===== config.mk =====
export PLATFORM = sky130hd
export DESIGN_NAME = rv_multicycle_ctrl_flat
export DESIGN_NICKNAME = d
export VERILOG_FILES = /design/src/rtl/rv_multicycle_ctrl_pkg.sv /design/src/rtl/rv_multicycle_ctrl_if.sv /design/src/rtl/rv_multicycle_ctrl_outdec.sv /design/src/rtl/rv_multicycle_ctrl.sv /design/src/flat_wrapper.sv
export SDC_FILE = /design/constraint.sdc
export NUM_CORES = 1
export LEC_CHECK = 0
export ABC_CLOCK_PERIOD_IN_PS = 3400
export CORE_MARGIN = 3
export CORE_UTILIZATION = 40
export CTS_CLUSTER_DIAMETER = 120
export DETAILED_ROUTE_END_ITERATION = 16
export HOLD_SLACK_MARGIN = 0.03
export PLACE_DENSITY_LB_ADDON = 0.05
export SYNTH_ARGS = -nofsm -noshare
export SYNTH_HDL_FRONTEND = slang
export SYNTH_HIERARCHICAL = 1
export SYNTH_SLANG_ARGS = --single-unit

===== constraint.sdc =====
create_clock -name clk -period 3.4 [get_ports clk]
set_input_delay 0.51 -clock clk [delete_from_list [all_inputs] [get_ports clk]]
set_output_delay 0.51 -clock clk [all_outputs]
set_load 0.1 [all_outputs]

===== src/rtl/rv_multicycle_ctrl_pkg.sv =====
// Shared constants and types for the RV32I multicycle sequencer: opcodes,
// FSM states, ALU control codes and the control-output bundle.
package rv_ctrl_pkg;

    localparam logic [6:0] OP_R      = 7'b0110011;
    localparam logic [6:0] OP_I      = 7'b0010011;
    localparam logic [6:0] OP_LOAD   = 7'b0000011;
    localparam logic [6:0] OP_STORE  = 7'b0100011;
    localparam logic [6:0] OP_BRANCH = 7'b1100011;

    localparam logic [1:0] ALU_ADD = 2'b00;
    localparam logic [1:0] ALU_MEM = 2'b01;
    localparam logic [1:0] ALU_R   = 2'b10;
    localparam logic [1:0] ALU_I   = 2'b11;

    localparam logic [1:0] SRCB_RS2  = 2'b00;
    localparam logic [1:0] SRCB_FOUR = 2'b01;
    localparam logic [1:0] SRCB_IMM  = 2'b10;
    localparam logic [1:0] SRCB_BOFF = 2'b11;

    typedef enum logic [3:0] {
        S_IDLE,
        S_FETCH,
        S_DECODE,
        S_EXEC_R,
        S_EXEC_I,
        S_ADDR,
        S_MEM_RD,
        S_MEM_WR,
        S_WB_ALU,
        S_WB_MEM,
        S_BRANCH
    } state_e;

    typedef struct packed {
        logic       mem_req;
        logic       mem_read;
        logic       mem_write;
        logic       iord;
        logic       ir_write;
        logic       pc_write;
        logic       pc_source;
        logic       alu_src_a;
        logic [1:0] alu_src_b;
        logic [1:0] alu_op;
        logic       branch_cmp;
        logic       reg_write;
        logic       mem_to_reg;
    } ctrl_t;

    function automatic logic op_supported(input logic [6:0] op);
        return (op == OP_R) || (op == OP_I) || (op == OP_LOAD) ||
               (op == OP_STORE) || (op == OP_BRANCH);
    endfunction

endpackage


===== src/rtl/rv_multicycle_ctrl_if.sv =====
// Controller <-> datapath/memory signal bundle. The datapath side is the
// master (drives opcode, flags, ready); the sequencer is the slave.
interface rv_multicycle_ctrl_if #(
    parameter int CNT_W = 32
);
    logic [6:0]       OPcode;
    logic             Zero;
    logic             mem_ready;
    logic             mem_req;
    logic             MemRead;
    logic             MemWrite;
    logic             IorD;
    logic             IRWrite;
    logic             PCWrite;
    logic             PCSource;
    logic             ALUSrcA;
    logic [1:0]       ALUSrcB;
    logic [1:0]       ALUOp;
    logic             BranchCmp;
    logic             RegWrite;
    logic             MemtoReg;
    logic             illegal_op;
    logic [CNT_W-1:0] instret;

    modport master (
        output OPcode, Zero, mem_ready,
        input  mem_req, MemRead, MemWrite, IorD, IRWrite, PCWrite, PCSource,
               ALUSrcA, ALUSrcB, ALUOp, BranchCmp, RegWrite, MemtoReg,
               illegal_op, instret
    );

    modport slave (
        input  OPcode, Zero, mem_ready,
        output mem_req, MemRead, MemWrite, IorD, IRWrite, PCWrite, PCSource,
               ALUSrcA, ALUSrcB, ALUOp, BranchCmp, RegWrite, MemtoReg,
               illegal_op, instret
    );
endinterface


===== src/rtl/rv_multicycle_ctrl_outdec.sv =====
// Combinational output decoder: state plus the two Mealy inputs (mem_ready,
// Zero) to the datapath control bundle.
module rv_mc_outdec
    import rv_ctrl_pkg::*;
(
    input  state_e state_i,
    input  logic   mem_ready_i,
    input  logic   zero_i,
    output ctrl_t  ctrl_o
);

    always_comb begin
        ctrl_o = '0;
        unique case (state_i)
            S_FETCH: begin
                ctrl_o.mem_req   = 1'b1;
                ctrl_o.mem_read  = 1'b1;
                ctrl_o.alu_src_b = SRCB_FOUR;
                ctrl_o.alu_op    = ALU_ADD;
                ctrl_o.ir_write  = mem_ready_i;
                ctrl_o.pc_write  = mem_ready_i;
            end
            S_DECODE: begin
                // Precompute PC + branch offset into ALUOut for a possible beq.
                ctrl_o.alu_src_b = SRCB_BOFF;
                ctrl_o.alu_op    = ALU_ADD;
            end
            S_EXEC_R: begin
                ctrl_o.alu_src_a = 1'b1;
                ctrl_o.alu_src_b = SRCB_RS2;
                ctrl_o.alu_op    = ALU_R;
            end
            S_EXEC_I: begin
                ctrl_o.alu_src_a = 1'b1;
                ctrl_o.alu_src_b = SRCB_IMM;
                ctrl_o.alu_op    = ALU_I;
            end
            S_ADDR: begin
                ctrl_o.alu_src_a = 1'b1;
                ctrl_o.alu_src_b = SRCB_IMM;
                ctrl_o.alu_op    = ALU_MEM;
            end
            S_MEM_RD: begin
                ctrl_o.mem_req  = 1'b1;
                ctrl_o.mem_read = 1'b1;
                ctrl_o.iord     = 1'b1;
            end
            S_MEM_WR: begin
                ctrl_o.mem_req   = 1'b1;
                ctrl_o.mem_write = 1'b1;
                ctrl_o.iord      = 1'b1;
            end
            S_WB_ALU: begin
                ctrl_o.reg_write = 1'b1;
            end
            S_WB_MEM: begin
                ctrl_o.reg_write  = 1'b1;
                ctrl_o.mem_to_reg = 1'b1;
            end
            S_BRANCH: begin
                ctrl_o.alu_src_a  = 1'b1;
                ctrl_o.alu_src_b  = SRCB_RS2;
                ctrl_o.branch_cmp = 1'b1;
                ctrl_o.pc_source  = 1'b1;
                ctrl_o.pc_write   = zero_i;
            end
            default: ;
        endcase
    end

endmodule


===== src/rtl/rv_multicycle_ctrl.sv =====
// Multicycle RV32I sequencer: state register, next-state logic and the
// retired-instruction counter; outputs come from rv_mc_outdec.
module rv_multicycle_ctrl
    import rv_ctrl_pkg::*;
#(
    parameter int CNT_W = 32
) (
    input  logic                clk,
    input  logic                reset,
    rv_multicycle_ctrl_if.slave bus
);

    state_e           state_q, state_d;
    logic [CNT_W-1:0] instret_q, instret_d;
    logic             retire;
    ctrl_t            ctrl;

    always_ff @(posedge clk or posedge reset) begin
        if (reset) begin
            state_q   <= S_IDLE;
            instret_q <= '0;
        end else begin
            state_q   <= state_d;
            instret_q <= instret_d;
        end
    end

    always_comb begin
        state_d = state_q;
        unique case (state_q)
            S_IDLE:   state_d = S_FETCH;
            S_FETCH:  if (bus.mem_ready) state_d = S_DECODE;
            S_DECODE: begin
                unique case (bus.OPcode)
                    OP_R:               state_d = S_EXEC_R;
                    OP_I:               state_d = S_EXEC_I;
                    OP_LOAD, OP_STORE:  state_d = S_ADDR;
                    OP_BRANCH:          state_d = S_BRANCH;
                    default:            state_d = S_FETCH;
                endcase
            end
            S_EXEC_R, S_EXEC_I: state_d = S_WB_ALU;
            S_ADDR:   state_d = (bus.OPcode == OP_STORE) ? S_MEM_WR : S_MEM_RD;
            S_MEM_RD: if (bus.mem_ready) state_d = S_WB_MEM;
            S_MEM_WR: if (bus.mem_ready) state_d = S_FETCH;
            S_WB_ALU, S_WB_MEM, S_BRANCH: state_d = S_FETCH;
            default:  state_d = S_IDLE;
        endcase
    end

    // An instruction retires on the edge that completes its last state.
    assign retire = (state_q == S_WB_ALU) || (state_q == S_WB_MEM) ||
                    (state_q == S_BRANCH) ||
                    ((state_q == S_MEM_WR) && bus.mem_ready);

    assign instret_d = retire ? instret_q + CNT_W'(1) : instret_q;

    rv_mc_outdec u_outdec (
        .state_i     (state_q),
        .mem_ready_i (bus.mem_ready),
        .zero_i      (bus.Zero),
        .ctrl_o      (ctrl)
    );

    assign bus.mem_req    = ctrl.mem_req;
    assign bus.MemRead    = ctrl.mem_read;
    assign bus.MemWrite   = ctrl.mem_write;
    assign bus.IorD       = ctrl.iord;
    assign bus.IRWrite    = ctrl.ir_write;
    assign bus.PCWrite    = ctrl.pc_write;
    assign bus.PCSource   = ctrl.pc_source;
    assign bus.ALUSrcA    = ctrl.alu_src_a;
    assign bus.ALUSrcB    = ctrl.alu_src_b;
    assign bus.ALUOp      = ctrl.alu_op;
    assign bus.BranchCmp  = ctrl.branch_cmp;
    assign bus.RegWrite   = ctrl.reg_write;
    assign bus.MemtoReg   = ctrl.mem_to_reg;
    assign bus.illegal_op = (state_q == S_DECODE) && !op_supported(bus.OPcode);
    assign bus.instret    = instret_q;

endmodule


===== src/flat_wrapper.sv =====
// flat-port wrapper written by rule: the top's interface ports become plain ports
module rv_multicycle_ctrl_flat import rv_ctrl_pkg::*;
#(
    parameter int CNT_W = 32
)
  (clk, reset, bus_OPcode, bus_Zero, bus_mem_ready, bus_mem_req, bus_MemRead, bus_MemWrite, bus_IorD, bus_IRWrite, bus_PCWrite, bus_PCSource, bus_ALUSrcA, bus_ALUSrcB, bus_ALUOp, bus_BranchCmp, bus_RegWrite, bus_MemtoReg, bus_illegal_op, bus_instret);
  rv_multicycle_ctrl_if #(.CNT_W(CNT_W)) bus_i ();
  input  logic clk;
  input  logic reset;
  input wire logic [$bits(bus_i.OPcode)-1:0] bus_OPcode;
  input wire logic [$bits(bus_i.Zero)-1:0] bus_Zero;
  input wire logic [$bits(bus_i.mem_ready)-1:0] bus_mem_ready;
  output wire logic [$bits(bus_i.mem_req)-1:0] bus_mem_req;
  output wire logic [$bits(bus_i.MemRead)-1:0] bus_MemRead;
  output wire logic [$bits(bus_i.MemWrite)-1:0] bus_MemWrite;
  output wire logic [$bits(bus_i.IorD)-1:0] bus_IorD;
  output wire logic [$bits(bus_i.IRWrite)-1:0] bus_IRWrite;
  output wire logic [$bits(bus_i.PCWrite)-1:0] bus_PCWrite;
  output wire logic [$bits(bus_i.PCSource)-1:0] bus_PCSource;
  output wire logic [$bits(bus_i.ALUSrcA)-1:0] bus_ALUSrcA;
  output wire logic [$bits(bus_i.ALUSrcB)-1:0] bus_ALUSrcB;
  output wire logic [$bits(bus_i.ALUOp)-1:0] bus_ALUOp;
  output wire logic [$bits(bus_i.BranchCmp)-1:0] bus_BranchCmp;
  output wire logic [$bits(bus_i.RegWrite)-1:0] bus_RegWrite;
  output wire logic [$bits(bus_i.MemtoReg)-1:0] bus_MemtoReg;
  output wire logic [$bits(bus_i.illegal_op)-1:0] bus_illegal_op;
  output wire logic [$bits(bus_i.instret)-1:0] bus_instret;
  assign bus_i.OPcode = bus_OPcode;
  assign bus_i.Zero = bus_Zero;
  assign bus_i.mem_ready = bus_mem_ready;
  assign bus_mem_req = bus_i.mem_req;
  assign bus_MemRead = bus_i.MemRead;
  assign bus_MemWrite = bus_i.MemWrite;
  assign bus_IorD = bus_i.IorD;
  assign bus_IRWrite = bus_i.IRWrite;
  assign bus_PCWrite = bus_i.PCWrite;
  assign bus_PCSource = bus_i.PCSource;
  assign bus_ALUSrcA = bus_i.ALUSrcA;
  assign bus_ALUSrcB = bus_i.ALUSrcB;
  assign bus_ALUOp = bus_i.ALUOp;
  assign bus_BranchCmp = bus_i.BranchCmp;
  assign bus_RegWrite = bus_i.RegWrite;
  assign bus_MemtoReg = bus_i.MemtoReg;
  assign bus_illegal_op = bus_i.illegal_op;
  assign bus_instret = bus_i.instret;
  rv_multicycle_ctrl #(.CNT_W(CNT_W)) u_core (.clk(clk), .reset(reset), .bus(bus_i));
endmodule

Yosys cells after proc, flatten, opt, wreduce, memory -nomap -nowiden
Cells that the tools add are included.
{ "totals": {"word_cells": 60, "regBits": 36, "out_inout_bits": 48, "in_bits": 11} }
{ "classes": {"add_sub_neg": 1, "mux": 18, "n_reduce_logical": 21, "eq_ne": 18} }
{ "op_table": {"columns": ["operator", "count"], "rows": [
  ["$add 32x1->32 const B", 1],
  ["$pmux 4 s7", 1],
  ["$eq 4x3->1 const B", 4],
  ["$pmux 4 s4", 1],
  ["$eq 7x6->1 const B", 2],
  ["$eq 4x4->1 const B", 3],
  ["$mux 4", 3],
  ["$pmux 2 s3", 2],
  ["$reduce_or 2->1", 6],
  ["$mux 1", 10],
  ["$eq 4x2->1 const B", 2],
  ["$reduce_or 4->1", 2],
  ["$eq 7x2->1 const B", 1],
  ["$eq 7x5->1 const B", 1],
  ["$eq 7x7->1 const B", 1],
  ["$logic_or 1x1->1", 7],
  ["$ne 2x2->1 const B", 3],
  ["$eq 4x1->1 const B", 1],
  ["$logic_not 4->1", 1],
  ["$reduce_and 3->1", 1],
  ["$reduce_or 3->1", 1],
  ["$logic_and 1x1->1", 2],
  ["$pmux 1 s2", 1],
  ["$logic_not 1->1", 1]
]} }

Longest topological paths before layout
Gate-level depths: netlist (run 1).
{ "depth": {"word_depth": 7, "mapped_depth": 7, "ltp_nobuf": 5} }

Hierarchy
The synthesis (run 1) kept the hierarchy.
{ "modules_own_cells": {"columns": ["module", "n_inst", "cells_per_inst", "seq_area_each_um2", "area_each_um2"], "rows": [
  ["rv_multicycle_ctrl", 1, 178, 900.9, 1974.4],
  ["rv_mc_outdec", 1, 33, 0.0, 210.2]
]} }

Worst setup path before layout (run 1)
Ideal clock, no wire load.
{ "synth_path": {"path_type": "flip-flop to output port", "start": "reg u_core.state_q[0]", "end": "out bus_IRWrite", "required_time_ns": 2.890, "path_buffers": 1, "arrival_ns": 3.749, "path_stages_with_launch": 4, "setup_slack_ns": -0.859, "path_cell_list": "dfrtp_1 buf_4 nand2b_1 nor4b_1"} }
{ "synth_between": {"elab_chain_cells": 2} }
{ "synth_lines": {"columns": ["item", "line_no", "text"], "rows": [
  ["start: declaration", "rv_multicycle_ctrl.sv:13", "state_e state_q, state_d;"],
  ["start signal: assignment", "rv_multicycle_ctrl.sv:23", "state_q <= state_d;"],
  ["$eq 4x1->1", "rv_multicycle_ctrl_outdec.sv:14", "unique case (state_i)"],
  ["$mux 1", "rv_multicycle_ctrl_outdec.sv:14", null],
  ["end: declaration", "flat_wrapper.sv:17", "output wire logic [$bits(bus_i.IRWrite)-1:0] bus_IRWrite;"]
]} }
No other way between the ends.

Worst setup path after layout (run 1)
{ "layout_path": {"start": "reg u_core.state_q[3]", "end": "out bus_illegal_op"} }
{ "layout_between": {"elab_chain_cells": 2} }
{ "layout_lines": {"columns": ["item", "line_no", "text"], "rows": [
  ["$eq 4x2->1", "rv_multicycle_ctrl.sv:78", "assign bus.illegal_op = (state_q == S_DECODE) && !op_supported(bus.OPcode);"],
  ["$logic_and 1x1->1", "rv_multicycle_ctrl.sv:78", null],
  ["end: declaration", "flat_wrapper.sv:26", "output wire logic [$bits(bus_i.illegal_op)-1:0] bus_illegal_op;"]
]} }
No other way between the ends.

==> results of run 1 <==
[cell usage after synthesis, drive strengths merged, types with 2 or more instances]
cell / instances
nand2: 17
and3: 6
dfrtp: 36
nor4b: 2
nor2: 10
xor2: 9
nand4: 7
or3b: 4
o21ai: 2
and4: 5
buf: 10
o211ai: 2
nand3b: 3
nor3b: 2
a22o: 2
nor4bb: 2
nor4: 5
nand3: 13
inv: 7
xnor2: 24
nor3: 7
and4b: 2
nand2b: 6
nor2b: 2
a21oi: 13
[flip-flops by register name, summed over array words and instances (netlist names)]
signal              cells
u_core/bus.instret     32
u_core/state_q          4
[per-stage QoR]
stage | power, uW | cell area (um^2) | utilization [%]
2_1_floorplan | 1650 | 2200 | -
3_3_place_gp | 1870 | 2760 | 53.0
3_5_place_dp | 1880 | 2760 | 53.0
4_1_cts | 2170 | 2840 | 54.5
5_1_grt | 2260 | 2840 | 54.5
6_report | 2140 | 2840 | 54.5
[cells by family (layout without fill, tap and decap cells)]
kind of cell / count (synthesis) / in the layout / share of synthesized area [%]
AND/OR/NAND/NOR: 98 / 98 / 32.1
flip-flops: 36 / 36 / 41.2
XOR/XNOR: 33 / 33 / 13.2
AO/OA/AOI/OAI: 25 / 25 / 8.53
buffers and inverters: 18 / 73 / 4.30
adder cells (fa/ha/maj): 1 / 1 / 0.573
[routing by layer]
layer	vias to the layer above	track usage (%)	part of all wire [%]
met5	-	0	0
met4	0	4.05	1.1
met3	6	3.72	4.9
met2	36	24.0	46
met1	794	22.0	48
li1	864	-	-
[final cells by class]
cell class,instances,area share [%]
multi-input cells,157,42.3
flip-flops and latches,36,31.8
repair buffers,59,19.1
well taps,70,3.09
clock buffers,6,2.56
inverters,7,0.926
clock inverters,1,0.176
[how the worst max path moves through the flow]
stage,to
2_1_floorplan,bus_illegal_op
3_3_place_gp,bus_illegal_op
3_5_place_dp,bus_illegal_op
4_1_cts,bus_illegal_op
5_1_grt,bus_illegal_op
6_report,bus_illegal_op
[where the power goes]
part	leakage [uW]	internal, uW	total (uW)	switching, uW
clock	0.0000410	139	278	139
sequential	0.000476	478	636	159
combinational	0.000704	312	1230	918
==> impl_results.md, run 1 <==
- Number of buffers and inverters on the critical path: 1
- Gr usage total: 15.6%
- Static Leakage: 0.00122 uW
- DRC: 0
- Most frequent cells in the layout: 40 x clkdlybuf4s50_1, 36 x dfrtp_1, 24 x xnor2_1, 19 x buf_4, 17 x nand2_1
- Hold WS: slightly below 0.5 ns
- PwrDens: 756 mW/mm^2
- Total CTS buffers: 5
- Endpoint type of the worst setup path: output pin
- Worst R2R End: u_core/bus.instret[20]
- Mean post-synth cell area: 10.4 um^2
- Routed Antenna Nets: 0
- Flops & latches, synth: 36
- Setup bufs post-CTS: 0
- Startpoint types: flip-flop
- Hold endpoint: u_core/bus.instret[31]
- Max Root-Sink Buffers: 2
- CTS Hold Buffers Added: 0
- # diodes: 0
- Final Non-Filler Cells: 336
- # H-tree levels: 2
- Place WS: 1.04 ns
- Post-Route Skew: just over 0.003 ns
- Critical path arrival: 2.15 ns
- P&R area growth vs syn: 29.8%
- Worst Hold Launch: u_core/bus.instret[31]
- Chip width: 79.9 um
- Initial core utilization: 42.0%
- Max cap viols: 0
- Outcome: completed
- First-pass DRT Iterations: 4
- Register area share after synthesis: approximately 40%
- Post-synth top area cell: dfrtp_1
- Post-CTS sizing: 0
- CP required: 2.89 ns
- Max Clk Rate: 375 MHz
- Netlist cell types: between 40 and 50
- Nets@finish: 278
- Top_reg_cell synth: dfrtp_1
- Slew Viols, Final: 0
- Crit path kind: flip-flop to output pin
- Core ar.: 0.00520 mm^2
- Multi-input gate area: 0.00120 mm^2
- Crit-path slowest cell: or4b_1
- FF/Latch Area: 901 um^2
- Unrepaired setup endpoints after global routing: no
- Number of I/O port buffers: 58
- Worst path cell trace: or4b_1, a21oi_1, buf_4
- Final RePlAce weighted congestion: 0.756
- Max Fanout on Critical Path: 26
- Post-route setup TNS: 0 ns
- Slowest stage delay, CP: 0.72 ns
- WL final: between 4000 and 5000 um
- Critical path's top delay family: simple AND/OR/NAND/NOR gates
- Largest net degree at the start of global routing: 37
- Synthesized Nets: 223
- Clock transition at the registers of the reported paths: approximately 0.07 ns
- Share of cells above drive strength 1: 15.8%
- Synthesized cell area: 0.00218 mm^2
- Initial DRC Count: 20
- Clk sinks: 36
- Area contributors post-synth: dfrtp_1 41%, xnor2_1 9.6%, nor4_4 3.9%, xor2_1 3.6%, nand2_1 2.9%
- Post-synth EDFFs: 0
- I/O pin count: 59
- CTS tree: built
- Initial antenna violation count: 0
- Area of the die: 0.00638 mm^2
- Synth top area share: between 40% and 50%
- Ys Warns: 6
- CP Depth: 3
- Root Driver: clkbuf_8
- FF-to-FF setup slack: about 1.2 ns
- # rows: 26
- Least-Margin Pin Slew: 0.978 ns
- DP HPWL: 3280 um
- Most common cell after layout, fill and taps aside: clkdlybuf4s50_1
- Vias: 1,700
- Hold path cells: 1
- Tcrit/Tclk final: 78.3%
- Worst vdd ir: 0.000598 V
- CP Launch Point: u_core/state_q[3]
- Tmin final: 2.66 ns
- Vias per inst: 5.06
- First-pass GRT wire length: 8030 um
- Filler cells: 480
- Post-Place Cells: around 330
- Worst reg-to-reg path cell count: 5
- Final Hold Fails: 0
- Worst-Skew Late Latency: 0.28 ns
- Setup ws final: 0.737 ns
- Synth async-reset ratio: 100%
- Syn Inst Count: 211
- Final setup violation count: 0
- Hold crit path type: flip-flop to flip-flop
- FF-to-FF Start: u_core/state_q[1]
- Routed len/inst: 13.9 um
- Relative slew slack: 34.6%
- Vias in the first global route: approximately 1,700
- GRT overflow: 0
- Die H: 79.9 um
Power figures use the tool's default switching activity.
==> run 2, diff against run 1 <==
--- a/config.mk
+++ b/config.mk
@@ -5,7 +5,7 @@
 export SDC_FILE = /design/constraint.sdc
 export NUM_CORES = 1
 export LEC_CHECK = 0
-export ABC_CLOCK_PERIOD_IN_PS = 3400
+export ABC_CLOCK_PERIOD_IN_PS = 2250
 export CORE_MARGIN = 3
 export CORE_UTILIZATION = 40
 export CTS_CLUSTER_DIAMETER = 120
==> constraint.sdc (replaced) <==
create_clock -name clk -period 2.25 [get_ports clk]
set_input_delay 0.3375 -clock clk [delete_from_list [all_inputs] [get_ports clk]]
set_output_delay 0.3375 -clock clk [all_outputs]
set_load 0.1 [all_outputs]
==> run 2 against run 1 <==
- die area stayed put
- wire length is 1.8% higher
- clock skew is 0.0058 ns higher
- global-route usage is 0.48 points higher
- critical endpoint is now bus_mem_req
- clock power is 71% higher
- total power is 72% higher
- sequential share of layout area is 2.5 points lower
- worst hold slack worse by 0.049 ns
==> impl_results.md, run 2 (synthesized netlist as in run 1, its figures left out) <==
- Outcome: completed
- Vias: 1,782
- DRC: 0
- Worst path cell trace: buf_4, or3b_1, a21oi_2, buf_12
- Startpoint types: flip-flop
- Met3 GRT Util: 4.18%
- Total CTS buffers: 5
- Nets@finish: 287
- Unrepaired setup endpoints after global routing: no
- # diodes: 0
- Max Fanout on Critical Path: 11
- P&R area growth vs syn: 43.1%
- Routed len/inst: about 14 um
- Share of cells above drive strength 1: 37.7%
- GR peak layer: met2
- Vias per inst: 5.15
- Least-Margin Pin Slew: 0.447 ns
- GRT met1 Usage: 20.6%
- Initial DRC Count: 52
- Number of buffers and inverters on the critical path: 2
- Slowest stage delay, CP: 0.48 ns
- Critical path arrival: between 1.5 and 2 ns
- Static Leakage: 0.00136 uW
- Slew Viols, Final: 0
- Initial antenna violation count: 0
- Most common cell after layout, fill and taps aside: buf_4
- Crit-path slowest cell: dfrtp_1
- Final RePlAce weighted congestion: just under 0.8
- Max reg flops: 32
- Final setup violation count: 0
- Routed Antenna Nets: 0
- Area of the die: 0.00638 mm^2
- Largest net degree at the start of global routing: 37
- PnR Total Power: approximately 3700 uW
- Relative slew slack: 70.2%
- Max Clk Rate: 468 MHz
- Crit path kind: flip-flop to output pin
- Clk sinks: 36
- PwrDens: between 1000 and 1500 mW/mm^2
- Endpoint type of the worst setup path: output pin
- Clock transition at the registers of the reported paths: around 0.070 ns
- I/O pin count: 59
- Max cap viols: 0
- Setup bufs post-CTS: 0
- Finished Core Util: between 60% and 70%
- Worst-Skew Late Latency: 0.29 ns
- Gr usage total: 16.1%
- Critical path's top delay family: flip-flops
- Root Driver: clkbuf_8
- Tcrit/Tclk final: 94.9%
- Hold crit path type: input port to asynchronous set/reset pin
- Tmin final: 2.14 ns
- First-pass DRT Iterations: 4
- CTS tree: built
- Die H: 79.9 um
- GRT met2 Usage: 26.7%
- Number of I/O port buffers: 58
- WL final: 4770 um
- DP HPWL: 3540 um
- CP required: 1.91 ns
- First-pass GRT wire length: 8210 um
- Setup ws final: 0.114 ns
- # H-tree levels: 2
- GRT overflow: 0
- Worst vdd ir: between 0.0007 and 0.0008 V
- Chip width: 79.9 um
- Place WS: 0.138 ns
- Core ar.: 0.00520 mm^2
- Post-Route Skew: 0.00883 ns
- Vias in the first global route: around 1,700
- Initial core utilization: 42.0%
- Max Root-Sink Buffers: 2
- Most frequent cells in the layout: 42 x buf_4, 25 x dfrtp_1, 24 x xnor2_1, 17 x nand2_1, 16 x buf_12
- Final Hold Fails: 0
- # rows: 26
- Hold WS: 0.442 ns
run 2: changes by cell type in the layout (fill, tap and decap cells not counted), moves of 4 or more:
| cell | delta |
|---|---|
| buf_4 | +23 |
| buf_12 | +16 |
| dfrtp_2 | +11 |
| clkdlybuf4s50_1 | -30 |
| nor2_1 | -4 |
| a21oi_2 | +5 |
| dfrtp_1 | -11 |
| a21oi_1 | -6 |
run 2: worst min-delay path, stage by stage:
cell,delay (ns)
clkdlybuf4s50_1,0.39
inv_1,0.05
buf_4,0.39
run 2: cell type report:
class                   count  area (um^2)
well taps                  70         87.6
repair buffers             68          736
clock inverters             1         7.51
flip-flops and latches     36          915
inverters                   7         26.3
clock buffers               7         86.3
fillers                   442         2080
multi-input cells         157         1270
run 2: repair_timing:
| action | 4_1_cts | 5_1_grt |
|---|---|---|
| resized for setup | 0 | 1 |
| hold buffers | 0 | 0 |
| setup endpoints to repair | 0 | 1 |
run 2: metrics by stage:
step | setup TNS, ns | instances | area [um^2]
2_1_floorplan | -0.717 | 211 | 2270
3_3_place_gp | 0 | 338 | 3020
3_5_place_dp | 0 | 338 | 3020
4_1_cts | 0 | 346 | 3120
5_1_grt | 0 | 346 | 3130
6_report | 0 | 346 | 3130
run 2: final timing paths:
path | from | endpoint | slack, ns | cells after the start
hold reg to reg | u_core/bus.instret[7] | u_core/bus.instret[7] | 0.49 | 1
setup / recovery | u_core/state_q[0] | bus_mem_req | 0.11 | 4
max in group asynchronous | reset | u_core/bus.instret[15] | 1.46 | 3
hold / removal | reset | u_core/bus.instret[17] | 0.44 | 3
setup reg to reg | u_core/state_q[1] | u_core/bus.instret[18] | 0.40 | 5
min in group clk | u_core/bus.instret[7] | u_core/bus.instret[7] | 0.49 | 1
run 2: metal layers:
layer	up-vias	routed length, um
li1	878	-
met1	860	2050
met2	38	2450
met3	6	229
met4	0	36
met5	-	0
run 2: report_power, final:
part | switching [uW] | internal, uW
Sequential | 125 | 727
Clock | 226 | 249
Combinational | 1610 | 757
